===== config.mk =====
export PLATFORM = sky130hd
export DESIGN_NAME = uart_tx_serializer
export DESIGN_NICKNAME = d
export VERILOG_FILES = /design/src/rtl/uart_pkg.sv /design/src/rtl/uart_bit_timer.sv /design/src/rtl/uart_tx_serializer.sv
export SDC_FILE = /design/constraint.sdc
export NUM_CORES = 1
export LEC_CHECK = 0
export ABC_AREA = 1
export BUFFER_PORTS_ARGS = -buffer_cell sky130_fd_sc_hd__buf_2
export CORE_AREA = 10 10 74 76
export DETAILED_ROUTE_END_ITERATION = 8
export DIE_AREA = 0 0 84 86
export PLACE_DENSITY_LB_ADDON = 0.05
export SLEW_MARGIN = 20
export SYNTH_ARGS = -nofsm -noshare
export SYNTH_HDL_FRONTEND = slang
export SYNTH_HIERARCHICAL = 1
export SYNTH_SLANG_ARGS = --single-unit
export TNS_END_PERCENT = 50

===== constraint.sdc =====
create_clock -name i_clk -period 2.1 [get_ports i_clk]
set_input_delay 0.105 -clock i_clk [delete_from_list [all_inputs] [get_ports i_clk]]
set_output_delay 0.105 -clock i_clk [all_outputs]
set_load 0.01 [all_outputs]

===== src/rtl/uart_pkg.sv =====
// Shared UART definitions: FSM states, parity modes and character width.
package uart_pkg;

    typedef enum logic [2:0] {
        S_IDLE,
        S_START,
        S_DATA,
        S_PARITY,
        S_STOP
    } tx_state_e;

    localparam int PAR_NONE  = 0;
    localparam int PAR_ODD   = 1;
    localparam int PAR_EVEN  = 2;
    localparam int DATA_BITS = 8;

    function automatic logic parity_bit(input logic [DATA_BITS-1:0] d, input int mode);
        return (mode == PAR_ODD) ? ~^d : ^d;
    endfunction

endpackage


===== src/rtl/uart_bit_timer.sv =====
// Bit-period timer: counts 0..CLKS_PER_BIT-1 while enabled, pulses o_tc on the last count.
module uart_bit_timer #(
    parameter int CLKS_PER_BIT = 217
) (
    input  logic i_clk,
    input  logic i_rst,
    input  logic i_clear,
    input  logic i_enable,
    output logic o_tc
);

    localparam int CW = (CLKS_PER_BIT > 1) ? $clog2(CLKS_PER_BIT) : 1;
    localparam logic [CW-1:0] LAST = CW'(CLKS_PER_BIT - 1);

    logic [CW-1:0] cnt;

    assign o_tc = i_enable && (cnt == LAST);

    always_ff @(posedge i_clk) begin
        if (i_rst || i_clear)
            cnt <= '0;
        else if (i_enable)
            cnt <= o_tc ? '0 : cnt + CW'(1);
    end

endmodule


===== src/rtl/uart_tx_serializer.sv =====
// UART transmit serializer: pops a byte from the TX FIFO when idle and sends
// start, 8 data bits LSB first, optional parity and 1-2 stop bits.
module uart_tx_serializer
    import uart_pkg::*;
#(
    parameter int CLKS_PER_BIT = 217,
    parameter int PARITY       = 0,
    parameter int STOP_BITS    = 1
) (
    input  logic       i_clk,
    input  logic       i_rst,
    input  logic       i_fifo_not_empty,
    input  logic [7:0] i_rd_data,
    output logic       o_rd_en,
    output logic       o_tx_serial,
    output logic       o_tx_active,
    output logic       o_tx_done
);

    localparam logic [2:0] LAST_DATA = 3'(DATA_BITS - 1);
    localparam logic [2:0] LAST_STOP = 3'(STOP_BITS - 1);

    tx_state_e            state_q, state_d;
    logic [DATA_BITS-1:0] shift_q, shift_d;
    logic [2:0]           idx_q, idx_d;
    logic                 par_q, par_d;
    logic                 ser_d;
    logic                 tc;
    logic                 rd_en_c, done_c;

    uart_bit_timer #(.CLKS_PER_BIT(CLKS_PER_BIT)) u_timer (
        .i_clk    (i_clk),
        .i_rst    (i_rst),
        .i_clear  (state_q == S_IDLE),
        .i_enable (state_q != S_IDLE),
        .o_tc     (tc)
    );

    always_comb begin
        state_d = state_q;
        shift_d = shift_q;
        idx_d   = idx_q;
        par_d   = par_q;
        rd_en_c = 1'b0;
        done_c  = 1'b0;
        case (state_q)
            S_IDLE: begin
                if (i_fifo_not_empty) begin
                    rd_en_c = 1'b1;
                    shift_d = i_rd_data;
                    par_d   = parity_bit(i_rd_data, PARITY);
                    idx_d   = '0;
                    state_d = S_START;
                end
            end
            S_START: begin
                if (tc) state_d = S_DATA;
            end
            S_DATA: begin
                if (tc) begin
                    shift_d = shift_q >> 1;
                    if (idx_q == LAST_DATA) begin
                        idx_d   = '0;
                        state_d = (PARITY != PAR_NONE) ? S_PARITY : S_STOP;
                    end else begin
                        idx_d = idx_q + 3'd1;
                    end
                end
            end
            S_PARITY: begin
                if (tc) state_d = S_STOP;
            end
            S_STOP: begin
                // idx_q is reused to count stop bits
                if (tc) begin
                    if (idx_q == LAST_STOP) begin
                        done_c  = 1'b1;
                        idx_d   = '0;
                        state_d = S_IDLE;
                    end else begin
                        idx_d = idx_q + 3'd1;
                    end
                end
            end
            default: state_d = S_IDLE;
        endcase

        // Line level is registered from the next state so the pin never glitches.
        case (state_d)
            S_START:  ser_d = 1'b0;
            S_DATA:   ser_d = shift_d[0];
            S_PARITY: ser_d = par_q;
            default:  ser_d = 1'b1;
        endcase
    end

    always_ff @(posedge i_clk) begin
        if (i_rst) begin
            state_q     <= S_IDLE;
            shift_q     <= '0;
            idx_q       <= '0;
            par_q       <= 1'b0;
            o_tx_serial <= 1'b1;
            o_tx_active <= 1'b0;
        end else begin
            state_q     <= state_d;
            shift_q     <= shift_d;
            idx_q       <= idx_d;
            par_q       <= par_d;
            o_tx_serial <= ser_d;
            o_tx_active <= (state_d != S_IDLE);
        end
    end

    // A reset cycle neither pops the FIFO nor reports a completed frame.
    assign o_rd_en   = rd_en_c & ~i_rst;
    assign o_tx_done = done_c & ~i_rst;

endmodule


==> reports/results.tsv, run 1 <==
stage	metric	value	unit
final_layout	fin util	0.4345	
clock_tree	root buffer cell	clkbuf_8	
drt	1st-iter DRT viols	100	
clock_tree	H-tree levels	1	
logic_synthesis	synthesized cell area	0.001548	mm2
worst_setup_path	CP max-delay cell	dfxtp_1	
worst_setup_path	startpoint types	flop	
logic_synthesis	Main synth FF type	dfxtp_1	
worst_setup_path	CP Max Fanout	8	
global_routing	number of global-route vias before repair	1328	
timing	Fmax	523.5	MHz
run_status	outcome	finished clean	
global_routing	total global routing overflow	0	
clock_tree	clock buffer depth	2	
worst_setup_path	critical path required time	2.00	ns
floorplan	Die Y	86	um
floorplan	Starting Density	0.3897	
worst_hold_path	HP Class	in -> reg	
final_layout	Synth-to-Final Area Change	11.48	%
floorplan	chip width	84	um
worst_setup_path	CP Class	reg -> out	
pwr	power density over the cells	548.0	mW/mm2
pwr	Internal	0.6808	mW
drt	met1 wire length	1698	um
worst_setup_path	Crit. End Element	output port	
worst_setup_path	crit-path cells	inv_1, ha_1, nand2_1, nor2_1, nand2_1, inv_2, inv_2, nor4_1, buf_2	
timing	setup TNS	0	ns
drt	DR WL/cell	10.61	um
floorplan	Core Area	0.003971	mm2
final_layout	ant diodes	0	
final_layout	Fillers	431	
final_layout	Final nets	275	
worst_setup_path	Max stage delay on crit path	0.35	ns
clock_tree	Clock Latency Late Sink	0.27	ns
placement	GP Congestion	0.8336	
timing	Setup-failing EPs final	0	
clock_tree	Clock Pin Slew Worst Setup and Hold Paths	0.10	ns
timing	final period utilization	0.9097	
placement	I/O Buffers	14	
logic_synthesis	cells after synthesis	241	
drt	top layer in use	met4	
logic_synthesis	register bit total from synthesis	25	
logic_synthesis	Post-synth EDFFs	0	
timing	Hold Fails Final Rpt	0	
logic_synthesis	Netlist cell types	28	
timing	max-slew violations	0	
drt	via count	1360	
pwr	Max IR drop VDD	0.0002518	V
timing	Final Skew	0.01287	ns
drt	met2 routed WL	1462	um
drt	routed wl met3	77	um
timing	Slew @ Worst Pin	0.2586	ns
floorplan	row count	23	
drt	post-route antenna net violation count	0	
clock_tree	CTS tree	built	
timing	Rel. slew slack	0.8269	
drt	# DRC	0	
logic_synthesis	FFs w/ async S/R, synth	0	
final_layout	share of cells above drive strength 1	0.1744	
drt	DRT Pass-1 Iters	4	
final_layout	Register Area	504.2	um2
logic_synthesis	Synth warnings	6	
pwr	clock network fraction of total power	0.305	
pwr	Net Switching	0.2647	mW
pwr	Sw Ratio	0.2799	
floorplan	Die Area	0.007224	mm2
logic_synthesis	post-synthesis sequential area ratio	0.3234	
floorplan	# IOs	15	
placement	Final HPWL DP	2620	um
logic_synthesis	Synth Net Count	257	
pwr	leakage	0.8900	nW
logic_synthesis	Syn Area/Cell	6.422	um2
global_routing	Total GRT Usage	0.09454	
pwr	share of power burned in registers	0.534	
clock_tree	CTS Buf Count	3	
timing	min cycle time layout	1.910	ns
drt	routed vias/inst	4.416	
clock_tree	CTS sink count	25	
timing	RSZ-0062 raised after global routing	no	
global_routing	initial antenna violation count	0	
timing	Hold Slack	0.1307	ns
drt	WL final	3269	um
final_layout	multi-input logic area	870.8	um2
worst_setup_path	critical path arrival	1.81	ns
global_routing	global-route wire length before repair	5816	um
job	number of max-cap violations	0	
pwr	combinational power share	0.161	
global_routing	pin count of the biggest net entering global routing	15	
worst_setup_path	worst reg2reg setup slack	0.36	ns
==> power by group through the flow <==
stage / sequential, mW / clock, mW / combinational (mW)
after CTS: 0.505 / 0.307 / 0.154
after floorplan: 0.515 / 0 / 0.107
after global routing: 0.507 / 0.322 / 0.176
final: 0.505 / 0.289 / 0.152
after detailed placement: 0.516 / 0 / 0.154
after global placement: 0.516 / 0 / 0.154
==> registers in the layout (all words and copies together) (netlist names) <==
name	count
idx_q	3
o_tx_active	1
o_tx_serial	1
par_q	1
shift_q	8
state_q	3
u_timer/cnt	8
==> layout make-up <==
class / instances / area share
Multi-Input combinational cell: 171 / 0.5047
Sequential cell: 25 / 0.2922
Inverter: 43 / 0.09500
Timing Repair Buffer: 15 / 0.04496
Tap cell: 50 / 0.03626
Clock buffer: 3 / 0.02393
Clock inverter: 1 / 0.002901
==> per-stage QoR <==
step,worst slack (ns),cells,cell area [um2],total power [mW]
6_report,0.1897,308,1725,0.9455
3_3_place_gp,0.3281,304,1675,0.6696
3_5_place_dp,0.2672,304,1675,0.6698
2_1_floorplan,0.3710,241,1548,0.6222
5_1_grt,0.002778,308,1725,1.006
4_1_cts,0.06835,308,1722,0.9657
==> critical path: cells and delay by family, from the launching register on <==
family | cells | cell delay [ns]
adder cells (fa/ha/maj) | 1 | 0.15
buffers and inverters | 4 | 0.49
flip-flops | 1 | 0.35
AND/OR/NAND/NOR | 4 | 0.54
==> per-layer routing <==
metal | global-route usage | up-vias
met5 | 0 | -
met4 | 0.03044 | 0
met3 | 0.02365 | 4
met2 | 0.1519 | 15
met1 | 0.1203 | 562
li1 | - | 779
==> cell usage after synthesis (2+ instances only) <==
library cell | number | share of area
a21oi_1 | 8 | 0.026
a31oi_1 | 2 | 0.0081
dfxtp_1 | 25 | 0.32
ha_1 | 5 | 0.040
inv_1 | 36 | 0.087
inv_2 | 6 | 0.015
nand2_1 | 86 | 0.21
nand2_4 | 5 | 0.036
nand3_1 | 10 | 0.032
nand3_2 | 2 | 0.013
nor2_1 | 22 | 0.053
nor2_4 | 4 | 0.029
nor3_1 | 2 | 0.0065
nor4_1 | 2 | 0.0081
o211ai_1 | 2 | 0.0097
o21ai_0 | 5 | 0.016
o21ai_1 | 7 | 0.023
xnor2_1 | 2 | 0.011
==> worst paths after layout <==
kind / to / from / depth (start not counted)
setup / recovery: o_tx_done / u_timer/cnt[0] / 9
hold / removal: shift_q[7] / i_rd_data[7] / 3
setup reg to reg: idx_q[1] / u_timer/cnt[0] / 14
hold reg to reg: shift_q[3] / shift_q[4] / 2
==> timing repair <==
item | CTS | global route
hold buffers | 0 | 0
resized for setup | 0 | 4
endpoints found under the setup margin | 0 | 3
buffers inserted | 0 | 0
==> placed cells by master (no fill, tap or decap) <==
master     n
ha_1       5
dfxtp_1   22
o21ai_2    1
o21ai_1    7
clkbuf_8   3
nand3_2    2
dfxtp_2    3
buf_4      1
inv_1     35
xnor2_1    2
a31oi_1    2
o31ai_1    1
nor4_1     2
nor3_1     2
inv_4      1
nand2_2    1
xor2_1     1
nand2_1   86
o21ai_0    5
nand3_1   10
nor2_8     1
clkinv_2   1
nor2_1    22
buf_2     14
nor2_4     4
inv_2      7
nand4_1    1
nand2_4    5
nor2_2     1
o211ai_1   2
a21oi_1    8
==> kinds of logic after synthesis <==
group / share of synthesized area
adders and majority gates: 0.04042
DFF: 0.3234
AOI/OAI and AO/OA: 0.09296
xor gates and xnor gates: 0.01698
buffers and inverters: 0.1140
and+or+nand+nor: 0.4123
No activity file was read; power rests on OpenSTA's default activity.
==> inputs of run 2 (changes only) <==
==> constraint.sdc (replaced) <==
create_clock -name i_clk -period 2.1 [get_ports i_clk]
set_input_delay 0.315 -clock i_clk [delete_from_list [all_inputs] [get_ports i_clk]]
set_output_delay 0.315 -clock i_clk [all_outputs]
set_load 0.01 [all_outputs]
==> run 2 against run 1 <==
Compared with the run above:
- first-iteration DRC count shrank 53%
- core utilization is 0.31 points higher
- final area increased by 0.73%
- via count grew 2.9%
- maximum frequency grew 0.67%
- sequential share of layout area shrank 0.21 points
- hold slack better by 0.21 ns
- routed wire length fell by 0.43%
- global-route usage is 0.15 points lower
- clock skew down 0.0089 ns
- critical path type unchanged
- critical endpoint unchanged
- largest power group unchanged
==> reports/results.tsv, run 2 (synthesized netlist as in run 1, its figures left out) <==
stage	metric	value	unit	change
clock_tree	Post-CTS Setup Bufs	0		unchanged
floorplan	Core Area	0.003971	mm2	unchanged
global_routing	initial antenna violation count	0		unchanged
final_layout	ant diodes	0		unchanged
worst_setup_path	CP Class	reg -> out		unchanged
timing	final period utilization	0.9036		was 0.9097
global_routing	pin count of the biggest net entering global routing	14		was 15
clock_tree	CTS tree	built		unchanged
worst_setup_path	critical path required time	1.78	ns	was 2.00 ns
final_layout	Synth-to-Final Area Change	12.29	%	was 11.48%
drt	DR WL/cell	10.53	um	was 10.61 um
worst_setup_path	critical path arrival	1.58	ns	was 1.81 ns
final_layout	Final nets	276		was 275
timing	Hold Fails Final Rpt	0		unchanged
timing	max-slew violations	0		unchanged
global_routing	number of global-route vias before repair	1366		was 1328
placement	Inst Count DP	305		was 304
final_layout	commonest cells after routing, fill and taps aside	nand2_1, inv_1, nor2_1, dfxtp_1, buf_2		unchanged
global_routing	Total GRT Usage	0.09304		was 0.09454
final_layout	Fillers	436		was 431
clock_tree	CTS sink count	25		unchanged
clock_tree	root buffer cell	clkbuf_8		unchanged
timing	Fmax	527.0	MHz	was 523.5 MHz
clock_tree	Clock Pin Slew Worst Setup and Hold Paths	0.09	ns	was 0.10 ns
final_layout	fin util	0.4376		was 0.4345
clock_tree	Gates resized, CTS repair	0		unchanged
timing	setup TNS	0	ns	unchanged
timing	min cycle time layout	1.898	ns	was 1.910 ns
job	number of max-cap violations	0		unchanged
clock_tree	clock buffer depth	2		unchanged
timing	Setup-failing EPs final	0		unchanged
drt	DRT Pass-1 Iters	4		unchanged
floorplan	Die Y	86	um	unchanged
global_routing	total global routing overflow	0		unchanged
pwr	leakage	0.8954	nW	was 0.8900 nW
placement	I/O Buffers	14		unchanged
floorplan	Starting Density	0.3897		unchanged
clock_tree	H-tree levels	1		unchanged
pwr	Max IR drop VDD	0.0002696	V	was 0.0002518 V
pwr	power density over the cells	542.8	mW/mm2	was 548.0 mW/mm2
timing	Final Skew	0.003922	ns	was 0.01287 ns
global_routing	met2 global-route usage	0.1561		was 0.1519
drt	via count	1399		was 1360
worst_setup_path	CP Max Fanout	5		was 8
worst_setup_path	Crit. End Element	output port		unchanged
clock_tree	CTS Buf Count	3		unchanged
clock_tree	Clock Latency Late Sink	0.27	ns	about the same
global_routing	M3 GR Usage	0.01892		was 0.02365
drt	1st-iter DRT viols	47		was 100
floorplan	chip width	84	um	unchanged
drt	WL final	3255	um	was 3269 um
timing	RSZ-0062 raised after global routing	no		unchanged
final_layout	fin cells	309		was 308
run_status	outcome	finished clean		unchanged
placement	Final HPWL DP	2651	um	was 2620 um
timing	Rel. slew slack	0.8292		was 0.8269
placement	GP Congestion	0.7608		was 0.8336
drt	routed vias/inst	4.528		was 4.416
clock_tree	Hold Buf Count CTS	0		unchanged
global_routing	global-route wire length before repair	5809	um	was 5816 um
timing	Slew @ Worst Pin	0.2553	ns	was 0.2586 ns
pwr	total power	0.9433	mW	was 0.9455 mW
final_layout	biggest regs	shift_q (8), u_timer/cnt (8)		unchanged
floorplan	row count	23		unchanged
worst_setup_path	worst reg2reg setup slack	0.38	ns	was 0.36 ns
global_routing	most used routing layer	met2		unchanged
global_routing	met1 Track Usage GR	0.1161		was 0.1203
final_layout	commonest non-fill, non-tap cell in the layout	nand2_1		unchanged
drt	post-route antenna net violation count	0		unchanged
final_layout	share of cells above drive strength 1	0.1737		was 0.1744
worst_setup_path	startpoint types	flop		unchanged
floorplan	Die Area	0.007224	mm2	unchanged
drt	# DRC	0		unchanged
floorplan	# IOs	15		unchanged
worst_hold_path	HP Class	in -> reg		unchanged
run 2: changes by cell type in the layout (fill, tap and decap cells not counted):
cell and delta:
inv_1 +1, buf_4 +1, clkbuf_1 +1, nor4_1 -1
inv_2 -1, clkinv_2 -1, nor4_2 +1
run 2: worst paths after layout:
check | startpoint | endpoint | cells past startpoint
setup / recovery | u_timer/cnt[0] | o_tx_done | 9
hold / removal | i_rd_data[7] | shift_q[7] | 3
setup reg to reg | u_timer/cnt[0] | idx_q[1] | 13
hold reg to reg | shift_q[7] | shift_q[7] | 2
run 2: where the power goes:
part	leakage (nW)	total (mW)	switching, mW	internal [mW]
Combinational	0.667	0.152	0.0973	0.0552
Sequential	0.205	0.504	0.0116	0.493
Clock	0.0228	0.286	0.151	0.136
Total	0.895	0.943	0.260	0.684
run 2: worst max-delay path: stages, from the launching register on:
cell	delay [ns]
dfxtp_1	0.35
inv_1	0.08
ha_1	0.14
nand2_1	0.05
nor2_1	0.13
nand2_1	0.09
inv_1	0.09
inv_2	0.09
nor4_2	0.14
buf_2	0.17
run 2: routing by layer:
layer	part of all wire	vias to the layer above
met5	0	-
met4	0.011	0
met3	0.020	4
met2	0.45	15
met1	0.52	601
li1	-	779
run 2: metrics by stage:
stage | setup WS [ns] | hold WS (ns) | area [um2]
after detailed placement | 0.3257 | 0.4685 | 1683
after CTS | 0.01104 | 0.3386 | 1728
after global routing | 0.02068 | 0.3502 | 1738
after floorplan | 0.2042 | 0.4423 | 1548
final | 0.2025 | 0.3379 | 1738
after global placement | 0.3555 | 0.4660 | 1683
run 2: cell type report:
type	count	area [um2]	area share
flip-flops and latches	25	504.2	0.2901
well taps	50	62.56	0.03600
inverters	43	163.9	0.09431
repair buffers	16	85.08	0.04896
multi-input cells	171	877.1	0.5047
clock buffers	4	45.04	0.02592
==> inputs of run 3 (changes only) <==
--- a/config.mk
+++ b/config.mk
@@ -7,6 +7,8 @@
 export LEC_CHECK = 0
 export ABC_AREA = 1
 export BUFFER_PORTS_ARGS = -buffer_cell sky130_fd_sc_hd__buf_2
+export CELL_PAD_IN_SITES_DETAIL_PLACEMENT = 1
+export CELL_PAD_IN_SITES_GLOBAL_PLACEMENT = 1
 export CORE_AREA = 10 10 74 76
 export DETAILED_ROUTE_END_ITERATION = 8
 export DIE_AREA = 0 0 84 86
@@ -14,6 +16,5 @@
 export SLEW_MARGIN = 20
 export SYNTH_ARGS = -nofsm -noshare
 export SYNTH_HDL_FRONTEND = slang
-export SYNTH_HIERARCHICAL = 1
 export SYNTH_SLANG_ARGS = --single-unit
 export TNS_END_PERCENT = 50
==> run 3 against run 2 <==
Compared with the run above:
- cell count fell by 5.8%
- maximum frequency grew 3.4%
- clock power increased by 2%
- routed wire length increased by 13%
- die area is the same
- first-iteration DRC count decreased by 15%
- hold slack worse by 0.055 ns
- via count increased by 1.3%
- global-route usage rose by 1.1 points
- sequential power up 3%
- largest cell class unchanged
==> reports/results.tsv, run 3 <==
stage	metric	value	unit	change
floorplan	Die Y	86	um	unchanged
worst_setup_path	critical path required time	1.78	ns	about the same
drt	1st-iter DRT viols	40		was 47
timing	Slew @ Worst Pin	0.4799	ns	was 0.2553 ns
clock_tree	CTS Buf Count	3		unchanged
final_layout	fin util	0.4256		was 0.4376
pwr	Internal	0.7111	mW	was 0.6837 mW
logic_synthesis	Synth Net Count	243		was 257
logic_synthesis	most common cell in the netlist	nand2_1		unchanged
timing	min cycle time layout	1.835	ns	was 1.898 ns
final_layout	Synth-to-Final Area Change	9.216	%	was 12.29%
logic_synthesis	FFs w/ async S/R, synth	0		unchanged
pwr	clock network fraction of total power	0.292		was 0.304
global_routing	total global routing overflow	0		unchanged
global_routing	Total GRT Usage	0.1037		was 0.09304
worst_setup_path	critical path arrival	1.52	ns	was 1.58 ns
logic_synthesis	Netlist cell types	32		was 28
logic_synthesis	Post-synth EDFFs	0		unchanged
global_routing	number of global-route vias before repair	1405		was 1366
drt	WL final	3686	um	was 3255 um
clock_tree	root buffer cell	clkbuf_8		unchanged
drt	routed vias/inst	4.869		was 4.528
global_routing	pin count of the biggest net entering global routing	15		was 14
logic_synthesis	Yosys top cell by area	dfxtp_1		unchanged
pwr	total power	1.005	mW	was 0.9433 mW
worst_setup_path	Crit. End Element	output port		unchanged
timing	Final Skew	0.002188	ns	was 0.003922 ns
final_layout	share of cells above drive strength 1	0.1784		was 0.1737
run_status	outcome	finished clean		unchanged
final_layout	biggest regs	shift_q (8), u_timer.cnt (8)		was shift_q (8), u_timer/cnt (8)
floorplan	chip width	84	um	unchanged
timing	max-slew violations	0		unchanged
pwr	power density over the cells	594.5	mW/mm2	was 542.8 mW/mm2
timing	Hold Fails Final Rpt	0		unchanged
pwr	combinational power share	0.192		was 0.162
global_routing	global-route wire length before repair	6451	um	was 5809 um
timing	Rel. slew slack	0.6797		was 0.8292
drt	# DRC	0		unchanged
worst_setup_path	CP Max Fanout	9		was 5
pwr	Max IR drop VDD	0.0002379	V	was 0.0002696 V
final_layout	ant diodes	0		unchanged
placement	GP Congestion	0.7566		was 0.7608
floorplan	Core Area	0.003971	mm2	unchanged
logic_synthesis	Syn Area/Cell	6.818	um2	was 6.422 um2
pwr	Net Switching	0.2939	mW	was 0.2596 mW
worst_setup_path	CP Class	reg -> out		unchanged
clock_tree	H-tree levels	1		unchanged
worst_setup_path	startpoint types	flop		unchanged
drt	post-route antenna net violation count	0		unchanged
global_routing	initial antenna violation count	0		unchanged
pwr	share of power burned in registers	0.517		was 0.535
final_layout	commonest non-fill, non-tap cell in the layout	nand2_1		unchanged
final_layout	commonest cells after routing, fill and taps aside	nand2_1, nor2_1, inv_1		was nand2_1, inv_1, nor2_1, dfxtp_1, buf_2
clock_tree	Post-CTS Setup Bufs	0		unchanged
timing	setup TNS	0	ns	unchanged
clock_tree	Gates resized, CTS repair	0		unchanged
job	number of max-cap violations	0		unchanged
logic_synthesis	post-synth top area share	0.3234		unchanged
timing	Setup-failing EPs final	0		unchanged
logic_synthesis	post-synthesis sequential area ratio	0.3234		unchanged
clock_tree	CTS sink count	25		unchanged
logic_synthesis	Post-synth top cells	nand2_1, nor2_1, inv_1		was nand2_1, inv_1, dfxtp_1
floorplan	Starting Density	0.3897		unchanged
drt	DRT Pass-1 Iters	4		unchanged
logic_synthesis	register bit total from synthesis	25		unchanged
final_layout	Fillers	548		was 436
timing	Fmax	545.0	MHz	was 527.0 MHz
logic_synthesis	synthesized cell area	0.001548	mm2	unchanged
worst_hold_path	HP Class	in -> reg		unchanged
pwr	Sw Ratio	0.2925		was 0.2752
final_layout	Final nets	258		was 276
logic_synthesis	Main synth FF type	dfxtp_1		unchanged
drt	via count	1417		was 1399
floorplan	# IOs	15		unchanged
floorplan	Die Area	0.007224	mm2	unchanged
pwr	leakage	0.7701	nW	was 0.8954 nW
floorplan	row count	23		unchanged
clock_tree	Clock Pin Slew Worst Setup and Hold Paths	0.09	ns	about the same
placement	Final HPWL DP	3008	um	was 2651 um
placement	I/O Buffers	14		unchanged
clock_tree	clock buffer depth	2		unchanged
drt	DR WL/cell	12.67	um	was 10.53 um
clock_tree	Clock Latency Late Sink	0.27	ns	about the same
clock_tree	CTS tree	built		unchanged
logic_synthesis	cells after synthesis	227		was 241
timing	RSZ-0062 raised after global routing	no		unchanged
timing	final period utilization	0.8737		was 0.9036
logic_synthesis	Synth warnings	0		was 6
clock_tree	Hold Buf Count CTS	0		unchanged
logic_synthesis	Synth area leaders	dfxtp_1, nand2_1, nor2_1		was dfxtp_1, nand2_1, inv_1
## run 3: changes by cell type in the layout (fill, tap and decap cells not counted), sizes merged, moves of 2 or more
| cell | before | now |
|---|---|---|
| a31oi | 2 | 0 |
| o21a | 0 | 2 |
| nand3 | 12 | 19 |
| nand2 | 92 | 58 |
| o211ai | 2 | 0 |
| nor4 | 2 | 0 |
| inv | 43 | 32 |
| nor2 | 28 | 41 |
| buf | 16 | 14 |
| a21oi | 8 | 17 |
## run 3: final cells by class
type,count,area [um2],area share
clock buffers,4,45.04,0.02665
multi-input cells,165,880.8,0.5211
repair buffers,14,70.07,0.04145
flip-flops and latches,25,500.5,0.2961
well taps,50,62.56,0.03701
inverters,33,131.4,0.07772
## run 3: critical path, stage by stage, from the launching register on
cell and delay, ns:
dfxtp_1 0.40, nor2_4 0.17, nand2_4 0.12, nor2_8 0.21, inv_6 0.07, nor2_1 0.13, buf_2 0.15
## run 3: cells by family (layout without fill, tap and decap cells)
family / Yosys count / in the layout / share of synthesized area
and+or+nand+nor: 123 / 123 / 0.3735
buffers and inverters: 37 / 51 / 0.1091
AOI/OAI and AO/OA: 32 / 32 / 0.1253
DFF: 25 / 25 / 0.3234
adders and majority gates: 5 / 5 / 0.04042
xor gates and xnor gates: 5 / 5 / 0.02830
## run 3: power groups by stage
stage	clock network, mW	logic (mW)	registers [mW]
after CTS	0.305	0.197	0.520
after global placement	0	0.189	0.529
after floorplan	0	0.142	0.529
after global routing	0.320	0.223	0.522
after detailed placement	0	0.196	0.531
final	0.293	0.193	0.519
## run 3: stage by stage
stage | hold WS (ns) | cells | instance area (um2) | setup slack [ns]
6_report | 0.2831 | 291 | 1690 | 0.2652
5_1_grt | 0.3023 | 291 | 1690 | 0.07004
4_1_cts | 0.2864 | 291 | 1688 | 0.09910
3_5_place_dp | 0.4565 | 287 | 1643 | 0.2699
3_3_place_gp | 0.4444 | 287 | 1643 | 0.4208
2_1_floorplan | 0.3987 | 227 | 1548 | 0.7499
## run 3: path summary, 6_finish.rpt
path / slack (ns) / from / to / depth (start not counted)
setup / recovery: 0.27 / state_q[2] / o_rd_en / 6
hold / removal: 0.28 / i_rd_data[7] / shift_q[7] / 3
setup reg to reg: 0.27 / u_timer.cnt[0] / shift_q[5] / 11
hold reg to reg: 0.48 / u_timer.cnt[0] / u_timer.cnt[0] / 1
## run 3: layer usage
metal / track usage / vias up / part of all wire
met1: 0.1220 / 667 / 0.48
li1: - / 738 / -
met3: 0.02081 / 2 / 0.023
met2: 0.1826 / 10 / 0.49
met5: 0 / - / 0
met4: 0.03501 / 0 / 0.0079
